--- src/rtl/riscv_ctrl_pkg.sv ---
// ---------------------------------------------------------------------------
// riscv_ctrl_pkg
// Shared definitions for the RV32I issue controller.
// Holds the decoded control-word layout, operand-forwarding select codes,
// the issue FSM state type and small helpers that pull register-use
// information out of a control word.
// ---------------------------------------------------------------------------
package riscv_ctrl_pkg;

  // Decoded control word layout:
  // {Rs1, Rs2, Rd, Rs1_Sel, Rs2_Sel, Rd_Sel, RW, FS, MW, BHW, U, PL, JB, BC}
  localparam int CW_W        = 35;
  localparam int RS1_HI      = 34;
  localparam int RS1_LO      = 30;
  localparam int RS2_HI      = 29;
  localparam int RS2_LO      = 25;
  localparam int RD_HI       = 24;
  localparam int RD_LO       = 20;
  localparam int RS1_SEL_BIT = 19;
  localparam int RS2_SEL_BIT = 18;
  localparam int RD_SEL_HI   = 17;
  localparam int RD_SEL_LO   = 16;
  localparam int RW_BIT      = 15;
  localparam int FS_HI       = 14;
  localparam int FS_LO       = 9;
  localparam int MW_BIT      = 8;
  localparam int BHW_HI      = 7;
  localparam int BHW_LO      = 6;
  localparam int U_BIT       = 5;
  localparam int PL_BIT      = 4;
  localparam int JB_BIT      = 3;
  localparam int BC_HI       = 2;
  localparam int BC_LO       = 0;

  // Rd_Sel value that writes back load data.
  localparam logic [1:0] RD_SEL_LOAD = 2'b00;

  // Operand source select carried with each issued instruction.
  localparam logic [1:0] FWD_RF  = 2'b00;
  localparam logic [1:0] FWD_MEM = 2'b01;
  localparam logic [1:0] FWD_WB  = 2'b10;

  typedef logic [4:0] reg_addr_t;

  typedef enum logic {
    RUN   = 1'b0,
    FLUSH = 1'b1
  } issue_state_e;

  function automatic reg_addr_t cw_rs1(input logic [CW_W-1:0] cw);
    return cw[RS1_HI:RS1_LO];
  endfunction

  function automatic reg_addr_t cw_rs2(input logic [CW_W-1:0] cw);
    return cw[RS2_HI:RS2_LO];
  endfunction

  function automatic reg_addr_t cw_rd(input logic [CW_W-1:0] cw);
    return cw[RD_HI:RD_LO];
  endfunction

  // A register operand is read when its select picks the regfile, or for
  // PC-relative non-jump forms that always consume both sources.
  function automatic logic cw_reads_rs1(input logic [CW_W-1:0] cw);
    return ~cw[RS1_SEL_BIT] | (cw[PL_BIT] & ~cw[JB_BIT]);
  endfunction

  // Stores read Rs2 as data even though the ALU B-input is the immediate.
  function automatic logic cw_reads_rs2(input logic [CW_W-1:0] cw);
    return ~cw[RS2_SEL_BIT] | cw[MW_BIT] | (cw[PL_BIT] & ~cw[JB_BIT]);
  endfunction

  // x0 is hard-wired, so a write to it is never a producer.
  function automatic logic cw_writes(input logic [CW_W-1:0] cw);
    return cw[RW_BIT] & (cw[RD_HI:RD_LO] != '0);
  endfunction

  function automatic logic cw_is_load(input logic [CW_W-1:0] cw);
    return cw[RW_BIT] & (cw[RD_SEL_HI:RD_SEL_LO] == RD_SEL_LOAD)
         & ~cw[MW_BIT] & ~cw[PL_BIT];
  endfunction

  // Youngest producer wins: the instruction leaving EX is newer than the one
  // leaving MEM, so its result is the architecturally correct one.
  function automatic logic [1:0] fwd_sel(input reg_addr_t rs,
                                         input reg_addr_t ex_rd,
                                         input logic      ex_wr,
                                         input reg_addr_t mem_rd,
                                         input logic      mem_wr);
    if (ex_wr && (ex_rd == rs))        return FWD_MEM;
    else if (mem_wr && (mem_rd == rs)) return FWD_WB;
    else                               return FWD_RF;
  endfunction

endpackage

--- src/rtl/issue_ctrl_if.sv ---
// ---------------------------------------------------------------------------
// issue_ctrl_if
// Bundles the decode-side handshake, the execute-side control and the
// registered ID/EX outputs of the issue controller.
//   id_valid/id_control_word/id_immediate  decode -> issue
//   id_ready                               issue  -> decode
//   ex_ready/ex_redirect                   execute -> issue
//   ex_valid/ex_control_word/ex_immediate  issue  -> execute (ID/EX register)
//   ex_fwd_a/ex_fwd_b                      operand source selects
//   fetch_flush                            issue  -> fetch
//   hazard_count                           saturating load-use bubble count
// master: the surrounding pipeline; slave: issue_ctrl.
// ---------------------------------------------------------------------------
interface issue_ctrl_if #(
  parameter int CNT_W = 16
);
  import riscv_ctrl_pkg::*;

  logic            id_valid;
  logic [CW_W-1:0] id_control_word;
  logic [31:0]     id_immediate;
  logic            id_ready;
  logic            ex_ready;
  logic            ex_redirect;
  logic            ex_valid;
  logic [CW_W-1:0] ex_control_word;
  logic [31:0]     ex_immediate;
  logic [1:0]      ex_fwd_a;
  logic [1:0]      ex_fwd_b;
  logic            fetch_flush;
  logic [CNT_W-1:0] hazard_count;

  modport master (
    output id_valid, id_control_word, id_immediate, ex_ready, ex_redirect,
    input  id_ready, ex_valid, ex_control_word, ex_immediate,
           ex_fwd_a, ex_fwd_b, fetch_flush, hazard_count
  );

  modport slave (
    input  id_valid, id_control_word, id_immediate, ex_ready, ex_redirect,
    output id_ready, ex_valid, ex_control_word, ex_immediate,
           ex_fwd_a, ex_fwd_b, fetch_flush, hazard_count
  );

endinterface

--- src/rtl/issue_hazard_detect.sv ---
// ---------------------------------------------------------------------------
// issue_hazard_detect
// Combinational register-use comparison between the decode instruction and
// the instructions ahead of it.
//   id_valid, id_cw   instruction waiting in decode
//   ex_valid, ex_cw   contents of the ID/EX register (instruction in EX)
//   mem_rd, mem_wr    destination shadow of the instruction in MEM
//   ex_rd, ex_wr      destination shadow of the instruction in EX
//   hazard            load in EX feeds a source of the decode instruction
//   fwd_a, fwd_b      operand source selects for the decode instruction
// ---------------------------------------------------------------------------
module issue_hazard_detect
  import riscv_ctrl_pkg::*;
(
  input  logic            id_valid,
  input  logic [CW_W-1:0] id_cw,
  input  logic            ex_valid,
  input  logic [CW_W-1:0] ex_cw,
  input  reg_addr_t       mem_rd,
  input  logic            mem_wr,
  output reg_addr_t       ex_rd,
  output logic            ex_wr,
  output logic            hazard,
  output logic [1:0]      fwd_a,
  output logic [1:0]      fwd_b
);

  reg_addr_t id_rs1;
  reg_addr_t id_rs2;
  logic      ex_ld;
  logic      rs1_hit;
  logic      rs2_hit;

  assign id_rs1 = cw_rs1(id_cw);
  assign id_rs2 = cw_rs2(id_cw);
  assign ex_rd  = cw_rd(ex_cw);
  assign ex_wr  = ex_valid & cw_writes(ex_cw);

  // A load into x0 produces nothing, so it can never stall a consumer.
  assign ex_ld   = ex_valid & cw_is_load(ex_cw) & (ex_rd != '0);
  assign rs1_hit = cw_reads_rs1(id_cw) & (id_rs1 == ex_rd);
  assign rs2_hit = cw_reads_rs2(id_cw) & (id_rs2 == ex_rd);
  assign hazard  = id_valid & ex_ld & (rs1_hit | rs2_hit);

  // A load still in EX could select FWD_MEM here, but the hazard stall
  // always separates it from its consumer first, so that value never issues.
  assign fwd_a = fwd_sel(id_rs1, ex_rd, ex_wr, mem_rd, mem_wr);
  assign fwd_b = fwd_sel(id_rs2, ex_rd, ex_wr, mem_rd, mem_wr);

endmodule

--- src/rtl/issue_ctrl.sv ---
// ---------------------------------------------------------------------------
// issue_ctrl
// Issue stage between decode and execute. Owns the ID/EX register, stalls
// one cycle on a load-use dependency, squashes wrong-path decode output for
// FLUSH_CYCLES cycles after a taken branch/jump, and attaches forwarding
// selects to each issued instruction.
//   clk, rst_n  pipeline clock, asynchronous active-low reset
//   bus         issue_ctrl_if.slave (decode handshake, EX control, ID/EX
//               outputs, fetch_flush, hazard_count)
// Parameters:
//   FLUSH_CYCLES  post-redirect cycles of discarded decode output (1..7)
//   CNT_W         width of the saturating load-use bubble counter
// ex_ready=0 freezes every register, the FSM and the counters.
// ---------------------------------------------------------------------------
module issue_ctrl
  import riscv_ctrl_pkg::*;
#(
  parameter int FLUSH_CYCLES = 2,
  parameter int CNT_W        = 16
) (
  input  logic       clk,
  input  logic       rst_n,
  issue_ctrl_if.slave bus
);

  localparam logic [2:0]       FLUSH_LOAD = 3'(FLUSH_CYCLES - 1);
  localparam logic [CNT_W-1:0] CNT_MAX    = '1;

  issue_state_e     state_q, state_d;
  logic [2:0]       cnt_q, cnt_d;

  logic             ex_valid_q;
  logic [CW_W-1:0]  ex_cw_q;
  logic [31:0]      ex_imm_q;
  logic [1:0]       fwd_a_q, fwd_b_q;
  reg_addr_t        mem_rd_q;
  logic             mem_wr_q;
  logic [CNT_W-1:0] hz_cnt_q;

  reg_addr_t        ex_rd;
  logic             ex_wr;
  logic             hazard;
  logic [1:0]       fwd_a, fwd_b;

  logic             id_ready;
  logic             fetch_flush;
  logic             issue_id;
  logic             count_hz;

  issue_hazard_detect u_hazard (
    .id_valid (bus.id_valid),
    .id_cw    (bus.id_control_word),
    .ex_valid (ex_valid_q),
    .ex_cw    (ex_cw_q),
    .mem_rd   (mem_rd_q),
    .mem_wr   (mem_wr_q),
    .ex_rd    (ex_rd),
    .ex_wr    (ex_wr),
    .hazard   (hazard),
    .fwd_a    (fwd_a),
    .fwd_b    (fwd_b)
  );

  // Next-state and handshake decode. Anything not issuing the decode
  // instruction loads a bubble into ID/EX.
  always_comb begin
    // NOTE: every signal driven here gets a default first; a path that left
    // one unassigned would infer a latch.
    state_d     = state_q;
    cnt_d       = cnt_q;
    id_ready    = bus.ex_ready;
    issue_id    = 1'b0;
    count_hz    = 1'b0;
    fetch_flush = 1'b0;

    case (state_q)
      RUN: begin
        if (bus.ex_redirect && bus.ex_ready) begin
          // Wrong-path decode slot is consumed and dropped; the redirect
          // also masks any hazard seen in the same cycle.
          id_ready    = 1'b1;
          fetch_flush = 1'b1;
          state_d     = FLUSH;
          cnt_d       = FLUSH_LOAD;
        end else if (hazard) begin
          id_ready = 1'b0;
          count_hz = bus.ex_ready;
        end else begin
          issue_id = bus.id_valid;
        end
      end

      FLUSH: begin
        // Only bubbles sit in EX here, so ex_redirect cannot be genuine.
        fetch_flush = 1'b1;
        if (bus.ex_ready) begin
          if (cnt_q == '0) state_d = RUN;
          else             cnt_d   = cnt_q - 3'd1;
        end
      end

      default: state_d = RUN;
    endcase
  end

  // NOTE: sequential state uses non-blocking assignments so every register
  // samples pre-edge values, independent of statement order.
  always_ff @(posedge clk or negedge rst_n) begin
    if (!rst_n) begin
      // NOTE: the datapath half of ID/EX is reset as well, because a bubble
      // must read as an all-zero word from the first cycle.
      state_q    <= RUN;
      cnt_q      <= '0;
      ex_valid_q <= 1'b0;
      ex_cw_q    <= '0;
      ex_imm_q   <= '0;
      fwd_a_q    <= FWD_RF;
      fwd_b_q    <= FWD_RF;
      mem_rd_q   <= '0;
      mem_wr_q   <= 1'b0;
      hz_cnt_q   <= '0;
    end else if (bus.ex_ready) begin
      state_q    <= state_d;
      cnt_q      <= cnt_d;
      ex_valid_q <= issue_id;
      ex_cw_q    <= issue_id ? bus.id_control_word : '0;
      ex_imm_q   <= issue_id ? bus.id_immediate    : '0;
      fwd_a_q    <= issue_id ? fwd_a : FWD_RF;
      fwd_b_q    <= issue_id ? fwd_b : FWD_RF;
      // The instruction leaving EX becomes the MEM-stage producer.
      mem_rd_q   <= ex_rd;
      mem_wr_q   <= ex_wr;
      if (count_hz && (hz_cnt_q != CNT_MAX)) begin
        hz_cnt_q <= hz_cnt_q + 1'b1;
      end
    end
  end

  assign bus.id_ready        = id_ready;
  assign bus.fetch_flush     = fetch_flush;
  assign bus.ex_valid        = ex_valid_q;
  assign bus.ex_control_word = ex_cw_q;
  assign bus.ex_immediate    = ex_imm_q;
  assign bus.ex_fwd_a        = fwd_a_q;
  assign bus.ex_fwd_b        = fwd_b_q;
  assign bus.hazard_count    = hz_cnt_q;

endmodule

--- src/flat_wrapper.sv ---
// flat-port wrapper written by rule: the top's interface ports become plain ports
module issue_ctrl_flat import riscv_ctrl_pkg::*;
#(
  parameter int FLUSH_CYCLES = 2,
  parameter int CNT_W        = 16
)
  (clk, rst_n, bus_id_valid, bus_id_control_word, bus_id_immediate, bus_ex_ready, bus_ex_redirect, bus_id_ready, bus_ex_valid, bus_ex_control_word, bus_ex_immediate, bus_ex_fwd_a, bus_ex_fwd_b, bus_fetch_flush, bus_hazard_count);
  issue_ctrl_if #(.CNT_W(CNT_W)) bus_i ();
  input  logic clk;
  input  logic rst_n;
  input wire logic [$bits(bus_i.id_valid)-1:0] bus_id_valid;
  input wire logic [$bits(bus_i.id_control_word)-1:0] bus_id_control_word;
  input wire logic [$bits(bus_i.id_immediate)-1:0] bus_id_immediate;
  input wire logic [$bits(bus_i.ex_ready)-1:0] bus_ex_ready;
  input wire logic [$bits(bus_i.ex_redirect)-1:0] bus_ex_redirect;
  output wire logic [$bits(bus_i.id_ready)-1:0] bus_id_ready;
  output wire logic [$bits(bus_i.ex_valid)-1:0] bus_ex_valid;
  output wire logic [$bits(bus_i.ex_control_word)-1:0] bus_ex_control_word;
  output wire logic [$bits(bus_i.ex_immediate)-1:0] bus_ex_immediate;
  output wire logic [$bits(bus_i.ex_fwd_a)-1:0] bus_ex_fwd_a;
  output wire logic [$bits(bus_i.ex_fwd_b)-1:0] bus_ex_fwd_b;
  output wire logic [$bits(bus_i.fetch_flush)-1:0] bus_fetch_flush;
  output wire logic [$bits(bus_i.hazard_count)-1:0] bus_hazard_count;
  assign bus_i.id_valid = bus_id_valid;
  assign bus_i.id_control_word = bus_id_control_word;
  assign bus_i.id_immediate = bus_id_immediate;
  assign bus_i.ex_ready = bus_ex_ready;
  assign bus_i.ex_redirect = bus_ex_redirect;
  assign bus_id_ready = bus_i.id_ready;
  assign bus_ex_valid = bus_i.ex_valid;
  assign bus_ex_control_word = bus_i.ex_control_word;
  assign bus_ex_immediate = bus_i.ex_immediate;
  assign bus_ex_fwd_a = bus_i.ex_fwd_a;
  assign bus_ex_fwd_b = bus_i.ex_fwd_b;
  assign bus_fetch_flush = bus_i.fetch_flush;
  assign bus_hazard_count = bus_i.hazard_count;
  issue_ctrl #(.FLUSH_CYCLES(FLUSH_CYCLES), .CNT_W(CNT_W)) u_core (.clk(clk), .rst_n(rst_n), .bus(bus_i));
endmodule
--- config.mk ---
export PLATFORM = sky130hd
export DESIGN_NAME = issue_ctrl_flat
export DESIGN_NICKNAME = d
export VERILOG_FILES = /design/src/rtl/riscv_ctrl_pkg.sv /design/src/rtl/issue_ctrl_if.sv /design/src/rtl/issue_hazard_detect.sv /design/src/rtl/issue_ctrl.sv /design/src/flat_wrapper.sv
export SDC_FILE = /design/constraint.sdc
export NUM_CORES = 1
export LEC_CHECK = 0
export CORE_UTILIZATION = 35
export DETAILED_ROUTE_END_ITERATION = 8
export PLACE_DENSITY = 0.71
export SLEW_MARGIN = 20
export SYNTH_ARGS = -nofsm -noshare
export SYNTH_HDL_FRONTEND = slang
export SYNTH_HIERARCHICAL = 1
export SYNTH_SLANG_ARGS = --single-unit
--- constraint.sdc ---
create_clock -name clk -period 3.2 [get_ports clk]
set_input_delay 0.8 -clock clk [delete_from_list [all_inputs] [get_ports clk]]
set_output_delay 0.8 -clock clk [all_outputs]
set_load 0.02 [all_outputs]
# Word level (Yosys, flattened, before mapping)
# Index checks and enable logic that the tools add are counted.
word_totals:
  latch_bits: 0
  output_inout_bits: 90
  register_bits: 98
  ram_bits: 0
  word_cells: 78
  in_bits: 72
  romBits: 0
  n_memories: 0
classes:
  add_sub_neg: 2
  bitwise: 22
  n_reduce_logical: 11
  muxes: 24
  shifts: 0
  n_div: 0
  n_mul: 0
  n_lt_le_gt_ge: 0
  eq_ne: 9
ops:
  columns: ["operator", "count"]
  rows:
  - ["$mux W35", 1]
  - ["$mux W32", 1]
  - ["$eq A5 B5 Y1", 6]
  - ["$add A16 B1 Y16 const B", 1]
  - ["$ne A16 B16 Y1 const B", 1]
  - ["$and A1 B1 Y1", 12]
  - ["$mux W2", 6]
  - ["$mux W1", 11]
  - ["$logic_and A1 B1 Y1", 6]
  - ["$mux W3", 2]
  - ["$not A1 Y1", 6]
  - ["$pmux W3 S2", 1]
  - ["$reduce_bool A5 Y1", 1]
  - ["$or A1 B1 Y1", 4]
  - ["$pmux W1 S2", 2]
  - ["$logic_not A3 Y1", 1]
  - ["$reduce_and A3 Y1", 1]
  - ["$sub A3 B1 Y3 const B", 1]
  - ["$logic_not A2 Y1", 1]
  - ["$ne A2 B1 Y1 const B", 1]
  - ["$ne A2 B2 Y1 const B", 1]
  - ["$reduce_and A2 Y1", 1]

# Longest topological paths before layout
# Gate-level depths: netlist of run 1.
logic_depth:
  depth_word: 13
  mapped_depth: 8
  depth_no_buf: 8

# Modules after synthesis
# The synthesis of run 1 kept the hierarchy.
modules_own_cells:
  columns: ["mod", "seq_area_each_um2", "area_per_inst_um2", "cells_per_inst", "instances"]
  rows:
  - ["issue_ctrl", 2452.4, 3756.1, 270, 1]
  - ["issue_hazard_detect", 0.0, 350.3, 46, 1]

# Worst setup path after synthesis of run 1
# No wires, ideal clock.
synth_path:
  kind: "input port to flip-flop"
  startpoint: "input bus_id_control_word[26]"
  endpoint: "register u_core.hz_cnt_q[11] (netlist: u_core/bus.hazard_count[11])"
  path_buffers: 0
  arrival_time_ps: 2596
  setup_time_ps: 131
  slack_ps: 473
  cell_stages: 8
  cell_sequence: "xor2_1 -> nor3_1 -> nand4_1 -> a211oi_1 -> nand4bb_1 -> nor4_2 -> nand4_1 -> xnor2_1"
synth_via:
  elab_chain_cells: 9
synth_rtl:
  columns: ["item", "line_no", "text"]
  rows:
  - ["start: declaration", "flat_wrapper.sv:12", "input wire logic [$bits(bus_i.id_control_word)-1:0] bus_id_control_word;"]
  - ["$eq A5 B5 Y1", "issue_hazard_detect.sv:42", "assign rs2_hit = cw_reads_rs2(id_cw) & (id_rs2 == ex_rd);"]
  - ["$and A1 B1 Y1", "issue_hazard_detect.sv:42", null]
  - ["$or A1 B1 Y1", "issue_hazard_detect.sv:43", "assign hazard = id_valid & ex_ld & (rs1_hit | rs2_hit);"]
  - ["$and A1 B1 Y1", "issue_hazard_detect.sv:43", null]
  - ["net u_core.hazard", "issue_ctrl.sv:42", "logic hazard;"]
  - ["$mux W1", "issue_ctrl.sv:85", "end else if (hazard) begin"]
  - ["$mux W1", "issue_ctrl.sv:78", "if (bus.ex_redirect && bus.ex_ready) begin"]
  - ["$mux W1", "issue_ctrl.sv:76", "case (state_q)"]
  - ["$logic_and A1 B1 Y1", "issue_ctrl.sv:133", "if (count_hz && (hz_cnt_q != CNT_MAX)) begin"]
  - ["$reduce_and A2 Y1 (no source line)", null, null]
  - ["end signal: assignment", "issue_ctrl.sv:134", "hz_cnt_q <= hz_cnt_q + 1'b1;"]
  - ["end: declaration", "issue_ctrl.sv:38", "logic [CNT_W-1:0] hz_cnt_q;"]
# The timed path passes the listed nets, and every way through them passes these cells.
# A chain may end at the register's enable or synchronous reset.

# Final worst setup path of run 1
layout_path:
  startpoint: "input bus_id_control_word[32]"
  endpoint: "output bus_id_ready"
layout_via:
  elab_chain_cells: 7
layout_rtl:
  columns: ["item", "line_no", "text"]
  rows:
  - ["$eq A5 B5 Y1", "issue_hazard_detect.sv:41", "assign rs1_hit = cw_reads_rs1(id_cw) & (id_rs1 == ex_rd);"]
  - ["$and A1 B1 Y1", "issue_hazard_detect.sv:41", null]
  - ["$or A1 B1 Y1", "issue_hazard_detect.sv:43", null]
  - ["$and A1 B1 Y1", "issue_hazard_detect.sv:43", null]
  - ["net u_core.hazard", "issue_ctrl.sv:42", null]
  - ["$mux W1", "issue_ctrl.sv:85", null]
  - ["$mux W1", "issue_ctrl.sv:78", null]
  - ["$mux W1", "issue_ctrl.sv:76", null]
  - ["end: declaration", "flat_wrapper.sv:16", "output wire logic [$bits(bus_i.id_ready)-1:0] bus_id_ready;"]
# The timed path passes the listed nets, and every way through them passes these cells.

==> results of run 1 <==
## per-stage QoR
step | hold slack [ns] | TNS [ns] | power (W) | setup WS [ns]
after floorplan | 0.496 | 0 | 0.00182 | 0.473
after global placement | 0.494 | -7.09 | 0.00221 | -0.526
after detailed placement | 0.495 | -7.07 | 0.00222 | -0.513
after CTS | 0.451 | 0 | 0.00324 | 0.0158
after global routing | 0.471 | 0 | 0.00336 | 0.00595
final | 0.435 | 0 | 0.00320 | 0.0421
## cell usage after synthesis, types with 2 or more instances
cell type,number,area share [%]
dfrtp_1,98,60
a22o_1,73,16
xor2_1,20,4.3
xnor2_1,15,3.2
clkbuf_1,12,1.1
nand3_1,12,1.5
nand2_1,9,0.82
mux2_2,6,1.6
nand4_1,6,0.91
nor2_1,6,0.55
buf_2,5,0.61
buf_4,5,0.91
nor4_1,5,0.76
inv_1,4,0.37
nor3_1,4,0.49
ha_1,3,0.91
a211oi_1,2,0.37
a21o_1,2,0.37
and3_1,2,0.30
and4_1,2,0.43
nand2b_1,2,0.30
nor4_2,2,0.61
o31ai_1,2,0.37
or4_1,2,0.37
## power breakdown
part,switching (W),total (W),leakage [nW],internal [W]
logic,0.000353,0.000764,1.44,0.000411
registers,0.0000898,0.00144,1.35,0.00135
clock network,0.000444,0.000991,0.125,0.000547
## metal layers
layer | global-route usage [%] | vias up
met1 | 23.5 | 1571
li1 | - | 1543
met2 | 28.5 | 98
met4 | 7.14 | 0
met3 | 4.94 | 13
met5 | 0 | -
## timing repair
action,in CTS,in global routing
resized for setup,10,10
pin swaps,2,4
setup endpoints to repair,1,1
## flip-flops by register name, summed over array words and instances (netlist names)
register / cells
u_core/bus.hazard_count: 16
u_core/mem_rd_q: 5
u_core/bus.ex_valid: 1
u_core/state_q: 1
u_core/bus.ex_fwd_b: 2
u_core/bus.ex_immediate: 32
u_core/cnt_q: 3
u_core/bus.ex_fwd_a: 2
u_core/bus.ex_control_word: 35
u_core/mem_wr_q: 1
## worst min-delay path by stage
stage | startpoint | end | slack [ns] | depth (start not counted)
after floorplan | rst_n | u_core/bus.ex_control_word[0]$_DFFE_PN0P_ | 0.50 | 0
after global placement | u_core/bus.ex_immediate[1]$_DFFE_PN0P_ | u_core/bus.ex_immediate[1]$_DFFE_PN0P_ | 0.49 | 1
final | rst_n | u_core/bus.ex_control_word[25]$_DFFE_PN0P_ | 0.43 | 1
after global routing | rst_n | u_core/bus.ex_control_word[30]$_DFFE_PN0P_ | 0.47 | 1
after detailed placement | u_core/bus.hazard_count[15]$_DFFE_PN0P_ | u_core/bus.hazard_count[15]$_DFFE_PN0P_ | 0.49 | 1
after CTS | rst_n | u_core/bus.ex_control_word[25]$_DFFE_PN0P_ | 0.45 | 1
## final cells by class
| class | instances | area, um^2 | share of cell area [%] |
|---|---|---|---|
| Timing Repair Buffer | 190 | 1880 | 29.6 |
| Multi-Input combinational cell | 190 | 1570 | 24.6 |
| Sequential cell | 98 | 2450 | 38.5 |
| Inverter | 5 | 18.8 | 0.294 |
| Tap cell | 143 | 179 | 2.81 |
| Clock inverter | 4 | 27.5 | 0.432 |
| Clock buffer | 12 | 246 | 3.87 |
## critical path, stage by stage
cell,delay [ns]
clkdlybuf4s50_1,0.43
xor2_1,0.20
a211oi_4,0.26
nand2b_4,0.07
a211oi_2,0.22
buf_4,0.14
a21oi_1,0.06
buf_4,0.16
## cells in the final DEF, fill, tap and decap left out, drive strengths merged, types with 2 or more instances in the layout
master,instances
nand4,7
and4,2
a22o,73
dfrtp,98
xnor2,15
xor2,20
nor2,7
clkinvlp,3
o31ai,2
inv,5
clkbuf,12
nand3,12
a211oi,2
buf,31
and3,2
nand2,9
nand2b,2
dlygate4sd2,2
dlymetal6s2s,5
ha,3
nor4,7
nor3,5
a21o,2
mux2,7
clkdlybuf4s50,151
or4,2
## logic make-up (layout without fill, tap and decap cells)
group | after synthesis | after routing | share of synthesized area (%)
simple gates | 60 | 60 | 8.96
mux | 8 | 8 | 2.16
flops | 98 | 98 | 59.7
buf+inv | 28 | 211 | 3.17
xor+xnor | 35 | 35 | 7.47
compound gates | 84 | 84 | 17.6
fa+ha+maj | 3 | 3 | 0.914
==> flow_summary.json, run 1 <==
{
  "critPathRequiredTime_ns": 2.40,
  "dieArea_mm2": 0.0122,
  "dp_hpwl_um": 7590,
  "ir_drop_mv": 0.301,
  "hold_buffers": 0,
  "layout-drive-gt1-share_pct": 12.8,
  "crit_end": "bus_id_ready",
  "die_h_um": 110,
  "finalCritPeriodShare_pct": 98.7,
  "crit_start": "bus_id_control_word[32]",
  "fillers": 998,
  "cts_inserted_buffers": 9,
  "period_minus_slack_ns": 3.16,
  "hold_path.class": "input port to async pin",
  "design_area_mm2": 0.00638,
  "first_global_vias": 3368,
  "grt_start_max_net_pins": 75,
  "worstReg2RegEnd": "u_core/bus.ex_immediate[25]$_DFFE_PN0P_",
  "start_util_pct": 36.0,
  "slew_headroom_pct": 46.4,
  "syn_inst": 316,
  "fin_cells": 642,
  "clk_pin_slew_ns": 0.07,
  "ant_nets": 0,
  "core_mm2": 0.0114,
  "power_density_mw_per_mm2": 501,
  "vias": 3225,
  "r2r_slack_ns": 0.46,
  "arrival_ns": 2.36,
  "drc": 0,
  "rsz0062_at_grt": "false",
  "endpoint_kind": "output pin",
  "viasPerCell": 5.02,
  "drt-met1-wl_um": 4680,
  "synth_ff_type": "dfrtp_1",
  "leakage_nw": 2.92,
  "tightest_slew_ns": 0.802,
  "highest_layer": "met4",
  "fin_nets": 569,
  "netlist_area_mm2": 0.00411,
  "startpoint_type": "input port",
  "die_w_um": 110,
  "wl_met2_um": 4990,
  "dr_wl_met3_um": 607,
  "insertion_delay_ns": 0.33,
  "cap_violations": 0,
  "synthToLayoutAreaGrowth_pct": 55.3,
  "cts_setup_buffers": 0,
  "cts.sinks": 98,
  "h-tree-depth": 3,
  "placementRows": 39,
  "cts_tree": "done",
  "yosysUniqueCellTypes": 41,
  "status": "completed",
  "max_freq_mhz": 317,
  "grt.total_usage_pct": 18.1,
  "antenna_found_initial": 0,
  "placed_area_mm2": 0.00606,
  "drt-initial-drc-count": 103,
  "root_buffer": "clkbuf_16",
  "numPortBuffers": 161,
  "first_pass_iters": 4,
  "setup_viol": 0,
  "ys_seq_area_share_pct": 59.7,
  "grt_pass1_wl_um": 16600,
  "r2r-start": "u_core/bus.ex_control_word[21]$_DFFE_PN0P_",
  "skew_ns": 0.00636,
  "cts_buffer_depth": 2,
  "finalWirelength_um": 10500,
  "yosys_register_bits": 98,
  "antenna_cells": 0,
  "final_util_pct": 55.8,
  "maxSlewViolCount": 0,
  "ios": 162,
  "place_inst": 626,
  "synth_fp_nets": 391,
  "synth_edf_count": 0,
  "avgSynthCellArea_um2": 13.0,
  "rr_worst_depth": 8,
  "place.gp.congestion": 0.812,
  "yosysWarnings": 6,
  "hold_viol": 0,
  "wire_per_inst_um": 16.3,
  "grt_overflow": 0,
  "crit_fanout": 2,
  "critPathKind": "input port to output pin",
  "synthArstFlopShare_pct": 100
}
Note: power is estimated with default switching activity, not from simulation.
==> run 2: changes to the inputs <==
--- a/config.mk
+++ b/config.mk
@@ -5,10 +5,10 @@
 export SDC_FILE = /design/constraint.sdc
 export NUM_CORES = 1
 export LEC_CHECK = 0
-export CORE_UTILIZATION = 35
+export CORE_UTILIZATION = 44
 export DETAILED_ROUTE_END_ITERATION = 8
-export PLACE_DENSITY = 0.71
-export SLEW_MARGIN = 20
+export PLACE_DENSITY = 0.85
+export SLEW_MARGIN = 10
 export SYNTH_ARGS = -nofsm -noshare
 export SYNTH_HDL_FRONTEND = slang
 export SYNTH_HIERARCHICAL = 1
==> run 2 against run 1 <==
Sequential share of layout area is 0.55 points higher. Sequential power about the same. Via count increased by 3.3%. Clock power shrank 12%. Maximum frequency grew 1.1%. First-iteration DRC count down 28%. Final cell count decreased by 4.5%. Count of clock-buffer cells in the layout unchanged. Register-to-register slack lost 0.12 ns. Cell area decreased by 1.4%. Critical endpoint unchanged. Largest cell class unchanged. Largest power group unchanged.
==> flow_summary.json, run 2 (synthesis gave the netlist of run 1 again) <==
{
  "place.gp.congestion": 0.794,
  "cts_buffer_depth": 2,
  "fillers": 662,
  "cap_violations": 0,
  "period_minus_slack_ns": 3.12,
  "core_mm2": 0.00889,
  "finalPower_w": 0.00309,
  "grt_overflow": 0,
  "rsz0062_at_grt": "false",
  "power_density_mw_per_mm2": 491,
  "setup_viol": 0,
  "grt.total_usage_pct": 23.4,
  "tightest_slew_ns": 0.960,
  "endpoint_kind": "output pin",
  "hold_path.class": "input port to async pin",
  "setup_tns_ns": 0,
  "combinationalPowerShare_pct": 25.1,
  "drt-initial-drc-count": 74,
  "grt_pass1_wl_um": 18000,
  "cts_tree": "done",
  "skew_ns": 0.00907,
  "synthToLayoutAreaGrowth_pct": 53.1,
  "maxSlewViolCount": 0,
  "start_util_pct": 46.2,
  "antenna_found_initial": 0,
  "grt_start_max_net_pins": 75,
  "finalWirelength_um": 10900,
  "die_w_um": 98.6,
  "insertion_delay_ns": 0.34,
  "root_buffer": "clkbuf_8",
  "vias": 3332,
  "hold_viol": 0,
  "dp_hpwl_um": 7860,
  "clock_power_share_pct": 28.2,
  "fin_nets": 575,
  "slew_headroom_pct": 35.8,
  "arrival_ns": 2.32,
  "slowest_stage": "clkdlybuf4s50_1",
  "antenna_cells": 0,
  "critPathKind": "input port to output pin",
  "critPathMaxStageDelay_ns": 0.42,
  "critPathRequiredTime_ns": 2.40,
  "multiInputGateArea_mm2": 0.00155,
  "placementRows": 34,
  "finalCritPeriodShare_pct": 97.6,
  "switching_share_pct": 27.8,
  "layout-drive-gt1-share_pct": 13.5,
  "cts.sinks": 98,
  "seq_power_share_pct": 46.7,
  "status": "completed",
  "leakage_nw": 2.89,
  "clk_pin_slew_ns": 0.09,
  "max_freq_mhz": 320,
  "ios": 162,
  "first_pass_iters": 6,
  "drc": 0,
  "viasPerCell": 5.44,
  "h-tree-depth": 3,
  "first_global_vias": 3642,
  "crit_fanout": 2,
  "cts_inserted_buffers": 9,
  "switchingPower_w": 0.000860,
  "dieArea_mm2": 0.00972,
  "crit_chain": "clkdlybuf4s50_1 > nand2b_1 > a211oi_2 > nand2b_1 > a211oi_2 > buf_4 > a21oi_1 > buf_4",
  "wire_per_inst_um": 17.8,
  "startpoint_type": "input port",
  "numPortBuffers": 161,
  "final_common_cell": "clkdlybuf4s50_1",
  "die_h_um": 98.6,
  "ir_drop_mv": 0.272,
  "final-seq-area_mm2": 0.00245,
  "largest_register_ffs": 35,
  "final_cell_mix": "clkdlybuf4s50_1 (156), dfrtp_1 (98), a22o_1 (73), buf_4 (34), xor2_1 (20)",
  "ant_nets": 0,
  "p_int_w": 0.00223
}
==> run 2: changes by cell type in the layout (fill, tap and decap cells not counted), moves of 5 or more <==
cell             before  now
clkbuf_16             9    0
clkbuf_8              1   10
buf_4                27   34
clkdlybuf4s50_1     151  156
==> run 2: worst paths after layout <==
kind,slack (ns),startpoint,to,cells after the start
min in group clk,0.52,u_core/bus.hazard_count[15]$_DFFE_PN0P_,u_core/bus.hazard_count[15]$_DFFE_PN0P_,1
min reg2reg,0.52,u_core/bus.hazard_count[15]$_DFFE_PN0P_,u_core/bus.hazard_count[15]$_DFFE_PN0P_,1
max reg2reg,0.34,u_core/bus.ex_control_word[21]$_DFFE_PN0P_,u_core/bus.ex_control_word[27]$_DFFE_PN0P_,8
min,0.44,rst_n,u_core/bus.hazard_count[14]$_DFFE_PN0P_,1
max in group asynchronous,2.02,rst_n,u_core/bus.hazard_count[1]$_DFFE_PN0P_,2
max,0.08,bus_id_control_word[3],bus_id_ready,8
==> run 2: metal layers <==
layer,GRT usage [%],vias up,share of wire (%)
met5,0,-,0
met4,8.15,0,1.8
met3,3.12,16,3.6
met2,40.5,102,51
met1,30.4,1664,43
li1,-,1550,-
==> run 2: through the flow <==
| step | hold WS (ns) | instances | util [%] | cell area, um^2 | setup WS (ns) |
|---|---|---|---|---|---|
| 2_1_floorplan | 0.496 | 316 | - | 4110 | 0.473 |
| 3_3_place_gp | 0.490 | 595 | 67.8 | 6030 | -0.443 |
| 3_5_place_dp | 0.498 | 595 | 67.8 | 6030 | -0.470 |
| 4_1_cts | 0.456 | 612 | 70.5 | 6270 | 0.0332 |
| 5_1_grt | 0.465 | 613 | 70.7 | 6290 | 0.0176 |
| 6_report | 0.444 | 613 | 70.7 | 6290 | 0.0759 |
==> run 2: worst max-delay path, delay by kind of cell <==
family          cells  cell delay [ns]
compound gates      3             0.51
buf+inv             3             0.73
simple gates        2             0.30
==> run 2: power groups by stage <==
| stage | sequential (W) | combinational [W] | clock [W] |
|---|---|---|---|
| after global routing | 0.00146 | 0.000830 | 0.000941 |
| final | 0.00144 | 0.000775 | 0.000871 |
| after floorplan | 0.00154 | 0.000278 | 0 |
| after global placement | 0.00146 | 0.000748 | 0 |
| after detailed placement | 0.00146 | 0.000771 | 0 |
| after CTS | 0.00144 | 0.000780 | 0.000892 |
==> run 2: area by class of cell <==
class / instances / share of cell area (%)
multi-input cells: 190 / 24.6
clock inverters: 4 / 1.19
flip-flops and latches: 98 / 39.0
inverters: 5 / 0.299
repair buffers: 196 / 30.5
well taps: 108 / 2.15
clock buffers: 12 / 2.31
==> run 2: what timing repair did <==
action / in CTS / in global routing
endpoints found under the setup margin: 1 / 1
pin swaps: 1 / 3
hold endpoints to repair: 0 / 0
resized for setup: 7 / 4
hold buffers: 0 / 0
setup buffers: 1 / 1
==> run 3: changes to the inputs <==
--- a/config.mk
+++ b/config.mk
@@ -6,6 +6,7 @@
 export NUM_CORES = 1
 export LEC_CHECK = 0
 export CORE_UTILIZATION = 44
+export CTS_CLUSTER_SIZE = 30
 export DETAILED_ROUTE_END_ITERATION = 8
 export PLACE_DENSITY = 0.85
 export SLEW_MARGIN = 10
==> constraint.sdc (replaced) <==
create_clock -name clk -period 3.03 [get_ports clk]
set_input_delay 0.7575 -clock clk [delete_from_list [all_inputs] [get_ports clk]]
set_output_delay 0.7575 -clock clk [all_outputs]
set_load 0.02 [all_outputs]
==> run 3 against run 2 <==
Final cell count down 0.33%. Non-clock buffer count is 2 lower. Via count down 0.15%. Sequential share of layout area about the same. Global-route usage shrank 0.18 points. Worst setup slack got worse by 0.0061 ns. Register-to-register slack got worse by 0.09 ns. Sequential cell count unchanged. Clock skew increased by 0.0047 ns. Count of clock-buffer cells in the layout fell by 2. Wire length rose by 2.3%. Combinational power rose by 6.6%.
==> flow_summary.json, run 3 (synthesis gave the netlist of run 1 again) <==
{
  "grt_overflow": 0,
  "antenna_cells": 0,
  "slowest_stage": "clkdlybuf4s50_1",
  "combinationalPowerShare_pct": 25.6,
  "first_pass_iters": 4,
  "placementRows": 34,
  "drt-initial-drc-count": 130,
  "seq_power_share_pct": 47.1,
  "largest_register_ffs": 35,
  "antenna_found_initial": 0,
  "first_global_vias": 3600,
  "timing.hold.ws_ns": 0.416,
  "power_density_mw_per_mm2": 512,
  "finalCritPeriodShare_pct": 97.7,
  "synthToLayoutAreaGrowth_pct": 53.2,
  "dp_hpwl_um": 7710,
  "grt_start_max_net_pins": 99,
  "ir_drop_mv": 0.291,
  "leakage_nw": 2.92,
  "die_w_um": 98.6,
  "skew_ns": 0.0137,
  "final_util_pct": 70.8,
  "crit_chain": "clkdlybuf4s50_1 > xnor2_1 > nand4_1 > a211oi_2 > buf_4 > a21oi_1 > buf_4",
  "finalWirelength_um": 11100,
  "numPortBuffers": 161,
  "cp_common_cell": "buf_4",
  "critPathRequiredTime_ns": 2.27,
  "place.gp.congestion": 0.792,
  "hold_buffers": 0,
  "status": "completed",
  "endpoint_kind": "output pin",
  "cts_inserted_buffers": 9,
  "insertion_delay_ns": 0.35,
  "dieArea_mm2": 0.00972,
  "cts_tree": "done",
  "cp_top_family": "buffers and inverters",
  "ios": 162,
  "cts_buffer_depth": 2,
  "cts_setup_buffers": 0,
  "clk_pin_slew_ns": 0.10,
  "cap_violations": 0,
  "slew_headroom_pct": 49.6,
  "ant_nets": 0,
  "fin_nets": 573,
  "vias": 3327,
  "core_mm2": 0.00889,
  "h-tree-depth": 3,
  "startpoint_type": "input port",
  "place_inst": 595,
  "hold_path.class": "input port to async pin",
  "fin_cells": 611,
  "critPathMaxStageDelay_ns": 0.44,
  "max_freq_mhz": 338,
  "final_cell_mix": "clkdlybuf4s50_1 (148), dfrtp_1 (98), a22o_1 (73), buf_4 (32), xor2_1 (19)",
  "drc": 0,
  "layout-drive-gt1-share_pct": 14.3,
  "clock_power_share_pct": 27.2,
  "hold_viol": 0,
  "grt.total_usage_pct": 23.2,
  "maxSlewViolCount": 0,
  "die_h_um": 98.6,
  "viasPerCell": 5.45,
  "critPathKind": "input port to output pin",
  "wire_per_inst_um": 18.2,
  "switching_share_pct": 29.4,
  "arrival_ns": 2.20,
  "finalPower_w": 0.00322,
  "crit_fanout": 2,
  "root_buffer": "clkbuf_8",
  "switchingPower_w": 0.000947,
  "cp.buffers_inverters": 3,
  "start_util_pct": 46.2,
  "grt_pass1_wl_um": 17700,
  "p_int_w": 0.00228,
  "cts.sinks": 98,
  "setup_viol": 0,
  "tightest_slew_ns": 0.757,
  "period_minus_slack_ns": 2.96,
  "final_common_cell": "clkdlybuf4s50_1"
}
[run 3: metrics by stage]
| stage | TNS (ns) | setup WS, ns | area [um^2] |
|---|---|---|---|
| floorplan | 0 | 0.346 | 4110 |
| detailed placement | -4.67 | -0.618 | 6030 |
| CTS | 0 | 0.00139 | 6260 |
| global placement | -4.45 | -0.640 | 6030 |
| finish | 0 | 0.0698 | 6290 |
| global route | -0.0154 | -0.0154 | 6290 |
[run 3: area by class of cell]
cell class,count,area [um^2]
clock buffer,10,138
inverter,5,18.8
sequential,98,2450
timing repair buffer,194,1900
clock inverter,6,70.1
tap,108,135
multi-input combinational,190,1580
fill,634,2600
[run 3: repair_timing]
action	4_1_cts	5_1_grt
gates resized for setup	18	8
pin swaps	5	5
cloned	0	0
setup endpoints to repair	7	4
[run 3: per-layer routing]
layer | GRT usage (%) | part of all wire [%] | up-vias
met3 | 4.33 | 5.1 | 21
li1 | - | - | 1538
met4 | 9.99 | 2.5 | 0
met5 | 0 | 0 | -
met2 | 40.8 | 52 | 125
met1 | 28.0 | 41 | 1643
[run 3: power by group through the flow]
stage	sequential [W]	combinational (W)	clock, W
final	0.00152	0.000826	0.000878
after global placement	0.00154	0.000788	0
after CTS	0.00152	0.000827	0.000899
after global routing	0.00154	0.000877	0.000948
after detailed placement	0.00154	0.000818	0
after floorplan	0.00163	0.000293	0
[run 3: final timing paths]
path	from	end	slack, ns	cells after the start
worst max-delay path	bus_id_control_word[29]	bus_id_ready	0.07	7
worst min-delay path	rst_n	u_core/bus.hazard_count[14]$_DFFE_PN0P_	0.42	2
worst max register to register	u_core/bus.ex_control_word[21]$_DFFE_PN0P_	u_core/bus.hazard_count[11]$_DFFE_PN0P_	0.25	12
worst min register to register	u_core/bus.ex_immediate[30]$_DFFE_PN0P_	u_core/bus.ex_immediate[30]$_DFFE_PN0P_	0.52	1
max in group asynchronous	rst_n	u_core/bus.ex_control_word[10]$_DFFE_PN0P_	2.18	2
min in group clk	u_core/bus.ex_immediate[30]$_DFFE_PN0P_	u_core/bus.ex_immediate[30]$_DFFE_PN0P_	0.52	1
